### src/rtl/ddr_pkg.sv
// Shared definitions for the dance-game datapath: arrow bit positions,
// chart ROM entry layout, sequencer FSM encoding and default timing.
`timescale 1ns/1ps
package ddr_pkg;

  // Arrow bit indices within a 4-bit arrow mask
  localparam int ARROW_UP    = 0;
  localparam int ARROW_DOWN  = 1;
  localparam int ARROW_LEFT  = 2;
  localparam int ARROW_RIGHT = 3;

  // Chart ROM entry layout: [3:0] arrow mask, [4] end-of-chart marker
  localparam int ENTRY_MASK_LSB = 0;
  localparam int ENTRY_MASK_MSB = 3;
  localparam int ENTRY_END      = 4;
  localparam int ENTRY_W        = 5;

  // 250 ms per step at 50 MHz
  localparam int DEFAULT_STEP_CYCLES = 12_500_000;

  typedef enum logic [1:0] {
    ST_IDLE  = 2'd0,
    ST_FETCH = 2'd1,
    ST_PLAY  = 2'd2,
    ST_DONE  = 2'd3
  } seq_state_t;

  // Extract the arrow mask field of a chart entry
  function automatic logic [3:0] entry_mask(input logic [ENTRY_W-1:0] entry);
    return entry[ENTRY_MASK_MSB:ENTRY_MASK_LSB];
  endfunction

endpackage

### src/rtl/step_timer.sv
// Loadable down-counter with hold and terminal-count flag. Counts down to
// zero and sticks there until reloaded; load takes priority over hold.
`timescale 1ns/1ps
module step_timer #(
  parameter int W = 24
) (
  input  logic         clock,
  input  logic         reset,
  input  logic         load,
  input  logic [W-1:0] load_value,
  input  logic         hold,
  output logic         tc
);

  logic [W-1:0] count_reg;

  // Reload on request, otherwise decrement on every non-held cycle until zero
  always_ff @(posedge clock) begin
    if (reset) begin
      count_reg <= '0;
    end else if (load) begin
      count_reg <= load_value;
    end else if (!hold && (count_reg != '0)) begin
      count_reg <= count_reg - 1'b1;
    end
  end

  assign tc = (count_reg == '0);

endmodule

### src/rtl/arrow_sequencer.sv
// Chart playback: reads arrow masks from an external synchronous ROM and
// presents one step every STEP_CYCLES unpaused clocks. Optional feature
// macro ARROW_SEQ_WINDOW_EN limits target_valid to the first WINDOW_CYCLES
// unpaused cycles of each step.
`timescale 1ns/1ps
module arrow_sequencer
  import ddr_pkg::*;
#(
`ifdef ARROW_SEQ_WINDOW_EN
  parameter int WINDOW_CYCLES = 5_000_000,
`endif
  parameter int STEP_CYCLES = DEFAULT_STEP_CYCLES,
  parameter int CHART_DEPTH = 64,
  parameter int ADDR_W      = $clog2(CHART_DEPTH)
) (
  input  logic              clock,
  input  logic              reset,
  input  logic              start,
  input  logic              pause,
  input  logic              abort,
  output logic [ADDR_W-1:0] rom_addr,
  input  logic [4:0]        rom_data,
  output logic [3:0]        target_mask,
  output logic              target_valid,
  output logic              step_strobe,
  output logic [3:0]        arrow_lamp,
  output logic [ADDR_W-1:0] step_index,
  output logic              busy,
  output logic              done
);

  localparam int                TIMER_W   = $clog2(STEP_CYCLES + 1);
  localparam logic [ADDR_W-1:0] LAST_ADDR = ADDR_W'(CHART_DEPTH - 1);

  seq_state_t        state_reg, state_next;
  logic              fetch_ready_reg;
  logic [ADDR_W-1:0] rom_addr_reg, rom_addr_next;
  logic [ADDR_W-1:0] step_index_reg, step_index_next;
  logic [3:0]        mask_reg, mask_next;
  logic [3:0]        lamp_reg, lamp_next;
  logic              valid_reg, valid_next;
  logic              strobe_reg, strobe_next;
  logic              kill, restart, present, finish;
  logic              step_tc;

  step_timer #(.W(TIMER_W)) u_step_timer (
    .clock      (clock),
    .reset      (reset),
    .load       (present),
    .load_value (TIMER_W'(STEP_CYCLES - 1)),
    .hold       (pause),
    .tc         (step_tc)
  );

`ifdef ARROW_SEQ_WINDOW_EN
  localparam int WIN_W = $clog2(WINDOW_CYCLES + 1);
  logic window_tc;

  step_timer #(.W(WIN_W)) u_window_timer (
    .clock      (clock),
    .reset      (reset),
    .load       (present),
    .load_value (WIN_W'(WINDOW_CYCLES - 1)),
    .hold       (pause),
    .tc         (window_tc)
  );
`endif

  // Decode this cycle's event: abort beats start, start beats stepping;
  // a step is presented or the chart finishes only on an unpaused cycle
  always_comb begin
    kill    = abort && ((state_reg == ST_FETCH) || (state_reg == ST_PLAY));
    restart = !kill && start && (state_reg != ST_DONE);
    present = 1'b0;
    finish  = 1'b0;
    if (!kill && !restart && !pause) begin
      if ((state_reg == ST_FETCH) && fetch_ready_reg) begin
        if (rom_data[ENTRY_END]) finish = 1'b1;
        else                     present = 1'b1;
      end else if ((state_reg == ST_PLAY) && step_tc) begin
        if (rom_data[ENTRY_END] || (step_index_reg == LAST_ADDR)) finish = 1'b1;
        else                                                      present = 1'b1;
      end
    end
  end

  // State register plus the FETCH phase flag (address cycle, then data cycle)
  always_ff @(posedge clock) begin
    if (reset) begin
      state_reg       <= ST_IDLE;
      fetch_ready_reg <= 1'b0;
    end else begin
      state_reg       <= state_next;
      fetch_ready_reg <= (state_reg == ST_FETCH) && !restart && !kill;
    end
  end

  // Next-state selection
  always_comb begin
    state_next = state_reg;
    if (kill)                        state_next = ST_IDLE;
    else if (restart)                state_next = ST_FETCH;
    else if (finish)                 state_next = ST_DONE;
    else if (present)                state_next = ST_PLAY;
    else if (state_reg == ST_DONE)   state_next = ST_IDLE;
  end

  // State-decoded outputs
  always_comb begin
    busy = (state_reg == ST_FETCH) || (state_reg == ST_PLAY);
    done = (state_reg == ST_DONE);
  end

  // Next values of the presented step; prefetch stops at the last ROM entry
  always_comb begin
    rom_addr_next   = rom_addr_reg;
    step_index_next = step_index_reg;
    mask_next       = mask_reg;
    valid_next      = valid_reg;
    strobe_next     = 1'b0;
    if (kill || restart) begin
      rom_addr_next   = '0;
      step_index_next = '0;
      mask_next       = 4'd0;
      valid_next      = 1'b0;
    end else if (present) begin
      mask_next       = entry_mask(rom_data);
      valid_next      = |entry_mask(rom_data);
      strobe_next     = 1'b1;
      step_index_next = rom_addr_reg;
      rom_addr_next   = (rom_addr_reg == LAST_ADDR) ? rom_addr_reg : rom_addr_reg + 1'b1;
    end else if (finish || (state_reg == ST_DONE)) begin
      mask_next  = 4'd0;
      valid_next = 1'b0;
    end
`ifdef ARROW_SEQ_WINDOW_EN
    else if ((state_reg == ST_PLAY) && !pause && window_tc) begin
      valid_next = 1'b0;
    end
`endif
  end

  // Each lamp follows its arrow bit while the step is live
  genvar gi;
  generate
    for (gi = 0; gi < 4; gi++) begin : g_lamp
      assign lamp_next[gi] = mask_next[gi] & valid_next;
    end
  endgenerate

  // Output registers
  always_ff @(posedge clock) begin
    if (reset) begin
      rom_addr_reg   <= '0;
      step_index_reg <= '0;
      mask_reg       <= 4'd0;
      valid_reg      <= 1'b0;
      strobe_reg     <= 1'b0;
      lamp_reg       <= 4'd0;
    end else begin
      rom_addr_reg   <= rom_addr_next;
      step_index_reg <= step_index_next;
      mask_reg       <= mask_next;
      valid_reg      <= valid_next;
      strobe_reg     <= strobe_next;
      lamp_reg       <= lamp_next;
    end
  end

  assign rom_addr     = rom_addr_reg;
  assign step_index   = step_index_reg;
  assign target_mask  = mask_reg;
  assign target_valid = valid_reg;
  assign step_strobe  = strobe_reg;
  assign arrow_lamp   = lamp_reg;

endmodule

### config.mk
export PLATFORM = sky130hd
export DESIGN_NAME = arrow_sequencer
export DESIGN_NICKNAME = d
export VERILOG_FILES = /design/src/rtl/ddr_pkg.sv /design/src/rtl/step_timer.sv /design/src/rtl/arrow_sequencer.sv
export SDC_FILE = /design/constraint.sdc
export NUM_CORES = 1
export LEC_CHECK = 0
export CORE_ASPECT_RATIO = 1.1
export CORE_MARGIN = 2
export CORE_UTILIZATION = 45
export DETAILED_ROUTE_END_ITERATION = 8
export PLACE_DENSITY = 0.79
export SYNTH_ARGS = -nofsm -noshare
export SYNTH_HDL_FRONTEND = slang
export SYNTH_SLANG_ARGS = --single-unit
### constraint.sdc
create_clock -name clock -period 2.8 [get_ports clock]
set_input_delay 0.56 -clock clock [delete_from_list [all_inputs] [get_ports clock]]
set_output_delay 0.56 -clock clock [all_outputs]
set_load 0.05 [all_outputs]
==> results.md <==
* Worst-margin pin slew at 0.605 ns
* Cells after Synth at 249
* Sink Count at 49
* Input/output buffers at 33
* Antenna-violating nets left at 0
* Async SR Flop Fraction at 0%
* Fmax at 383 MHz
* Synthesized net count at 265
* CP Max Fanout at 5
* Worst hold margin at 0.481 ns
* Fin util at 59.5%
* Status: completed
* Count of cell types in the netlist at 47
* Fin crit period at 2.61 ns
* Initial antenna violation count at 0
* Fin. Hold Viols at 0
* Vias at 1897
* Maximum clock path buffer count at 2
* P per Cell Area at 877 nW/um^2
* EDFF count, synth at 0
* CP endpoint kind: flip-flop
* Starting Density at 47.7%
* RSZ-0062 raised after global routing: false
* Final slew viol count at 0
* Hold-critical path depth at 2
* Avg Cell Area, Syn at 9.03 um^2
* Most frequent cells in the layout: dfxtp_1, clkdlybuf4s50_1, nor2_1
* Number of flip-flops in the largest register at 24
* Leakage power at 1.04 nW
* Io pins at 34
* Num CTS Buffers at 5
* First-pass iteration count of the detailed router at 4
* Vias in the first global route at 1821
* Worst rel slew slack at 59.4%
* Worst-Skew Late Latency at 0.30 ns
* Final wirelength at 4860 um
* Register area share after synthesis at 43.6%
* Final period util at 93.2%
* Min-Delay Startpoint: step_index[0]
* Reg2Reg Setup Slack at 0.19 ns
* Hold path endpoint: step_index[0]
* # diodes at 0
* Final setup viols at 0
* Clock Skew at 0.00765 ns
* Crit Reg-Reg Endpoint: u_step_timer.count_reg[15]
* Synth Cell Area at 2250 um^2
* Gr ovfl total at 0
* Post-DP HPWL at 3560 um
* CP required at 2.99 ns
* Peak supply drop at 0.336 mV
* Die area at 5580 um^2
* Crit path kind: flip-flop to flip-flop
* Sequential cell area at 981 um^2
* Die Span Y at 78.1 um
* Share of cells above drive strength 1 at 12.2%
* CORE AREA at 4720 um^2
* Pwr Total at 2.46 mW
* Hold Path Class: flip-flop to flip-flop
* Final #Nets at 310
* TritonCTS clock tree: built
* Worst Path Arrival at 2.80 ns
* Reg2Reg Depth at 7
* Leading cell type in the layout, fill and taps excluded: dfxtp_1
* Area occupied by multi-input gates at 1200 um^2
* Yosys reg bits at 49
* DR WL/cell at 13.9 um
* Synth-to-Final Area Change at 24.9%
* First-pass GRT wire length at 8280 um
* Gr usage total at 18.2%
* Worst setup SP type: flip-flop
* Synthesis Warnings at 0
* Initial drt markers at 80
* Fillers at 427
* H-tree lvl count at 2
* DR DRC count at 0
* Die X-Extent at 71.4 um
* Post-DR vias/cell at 5.40
* GPL Wtd Cong at 0.832
* Std-Cell Rows at 26
* Largest net degree at the start of global routing at 18
* Top FF cell, synth: dfxtp_1
* Clk pin slew, worst setup/hold paths at 0.09 ns
* CTS Root Cell: clkbuf_8
* Maxcap violations at 0
* Reg2reg start: u_step_timer.count_reg[4]
-- Yosys cell counts (3+ instances only) --
cell | instances | area, um^2
nand2b_1 | 3 | 18.8
inv_1 | 7 | 26.3
ha_1 | 6 | 75.1
xor2_1 | 5 | 43.8
xnor2_1 | 18 | 158
nor2_1 | 22 | 82.6
clkbuf_1 | 6 | 22.5
a21oi_1 | 13 | 65.1
or4_1 | 4 | 30.0
o21ai_0 | 17 | 85.1
nand2_1 | 18 | 67.6
dfxtp_1 | 49 | 981
or3_1 | 6 | 37.5
nor4_1 | 10 | 62.6
a31oi_1 | 3 | 18.8
nand3_1 | 9 | 45.0
nor3_1 | 10 | 50.1
a22o_1 | 8 | 70.1
-- per-layer routing --
layer	GRT usage [%]	vias to the layer above	part of all wire, %
li1	-	980	-
met1	23.2	879	46
met2	30.5	31	49
met3	4.11	7	4.1
met4	5.28	0	1.1
met5	0	-	0
-- area by class of cell --
type | instances | share of cell area (%)
Clock buffer | 6 | 2.94
Clock inverter | 2 | 0.490
Inverter | 8 | 1.07
Multi-Input combinational cell | 183 | 42.6
Sequential cell | 49 | 34.9
Tap cell | 56 | 2.49
Timing Repair Buffer | 47 | 15.5
-- worst max-delay path by stage --
stage / from / endpoint / slack, ns
finish: u_step_timer.count_reg[4] / u_step_timer.count_reg[15] / 0.19
global route: u_step_timer.count_reg[4] / u_step_timer.count_reg[15] / 0.03
CTS: u_step_timer.count_reg[4] / u_step_timer.count_reg[20] / 0.02
detailed placement: abort / target_mask[0] / -0.03
global placement: pause / u_step_timer.count_reg[12] / 0.04
floorplan: state_reg[0] / rom_addr[2] / 0.23
-- power breakdown --
| part | leakage, nW | switching, mW | internal, mW |
|---|---|---|---|
| logic | 0.588 | 0.585 | 0.500 |
| registers | 0.398 | 0.119 | 0.828 |
| clock network | 0.0512 | 0.231 | 0.200 |
| total | 1.04 | 0.935 | 1.53 |
-- worst max-delay path, stage by stage (launching register included) --
cell     delay, ns
dfxtp_1       0.37
or4_4         0.56
or3_1         0.45
buf_4         0.20
or2_2         0.31
or4_1         0.40
a21oi_1       0.14
o21ai_0       0.08
-- timing repair --
| action | 4_1_cts | 5_1_grt |
|---|---|---|
| setup buffers | 0 | 1 |
| hold buffers | 0 | 0 |
| resized for setup | 0 | 1 |
| setup endpoints to repair | 0 | 31 |
-- logic make-up after synthesis --
logic type,Yosys count,share of synthesized area (%)
simple gates,103,25.7
compound gates,49,14.1
flops,49,43.6
xor+xnor,23,8.96
buf+inv,17,3.39
fa+ha+maj,6,3.34
mux,2,0.946
-- through the flow --
stage                     TNS (ns)  cell area [um^2]  instances  setup WS, ns
after floorplan                  0              2250        249         0.233
after global placement           0              2700        342        0.0433
after detailed placement    -0.122              2700        342       -0.0273
after CTS                        0              2800        350        0.0209
after global routing             0              2810        351        0.0319
final                            0              2810        351         0.189
Power figures use the tool's default switching activity.
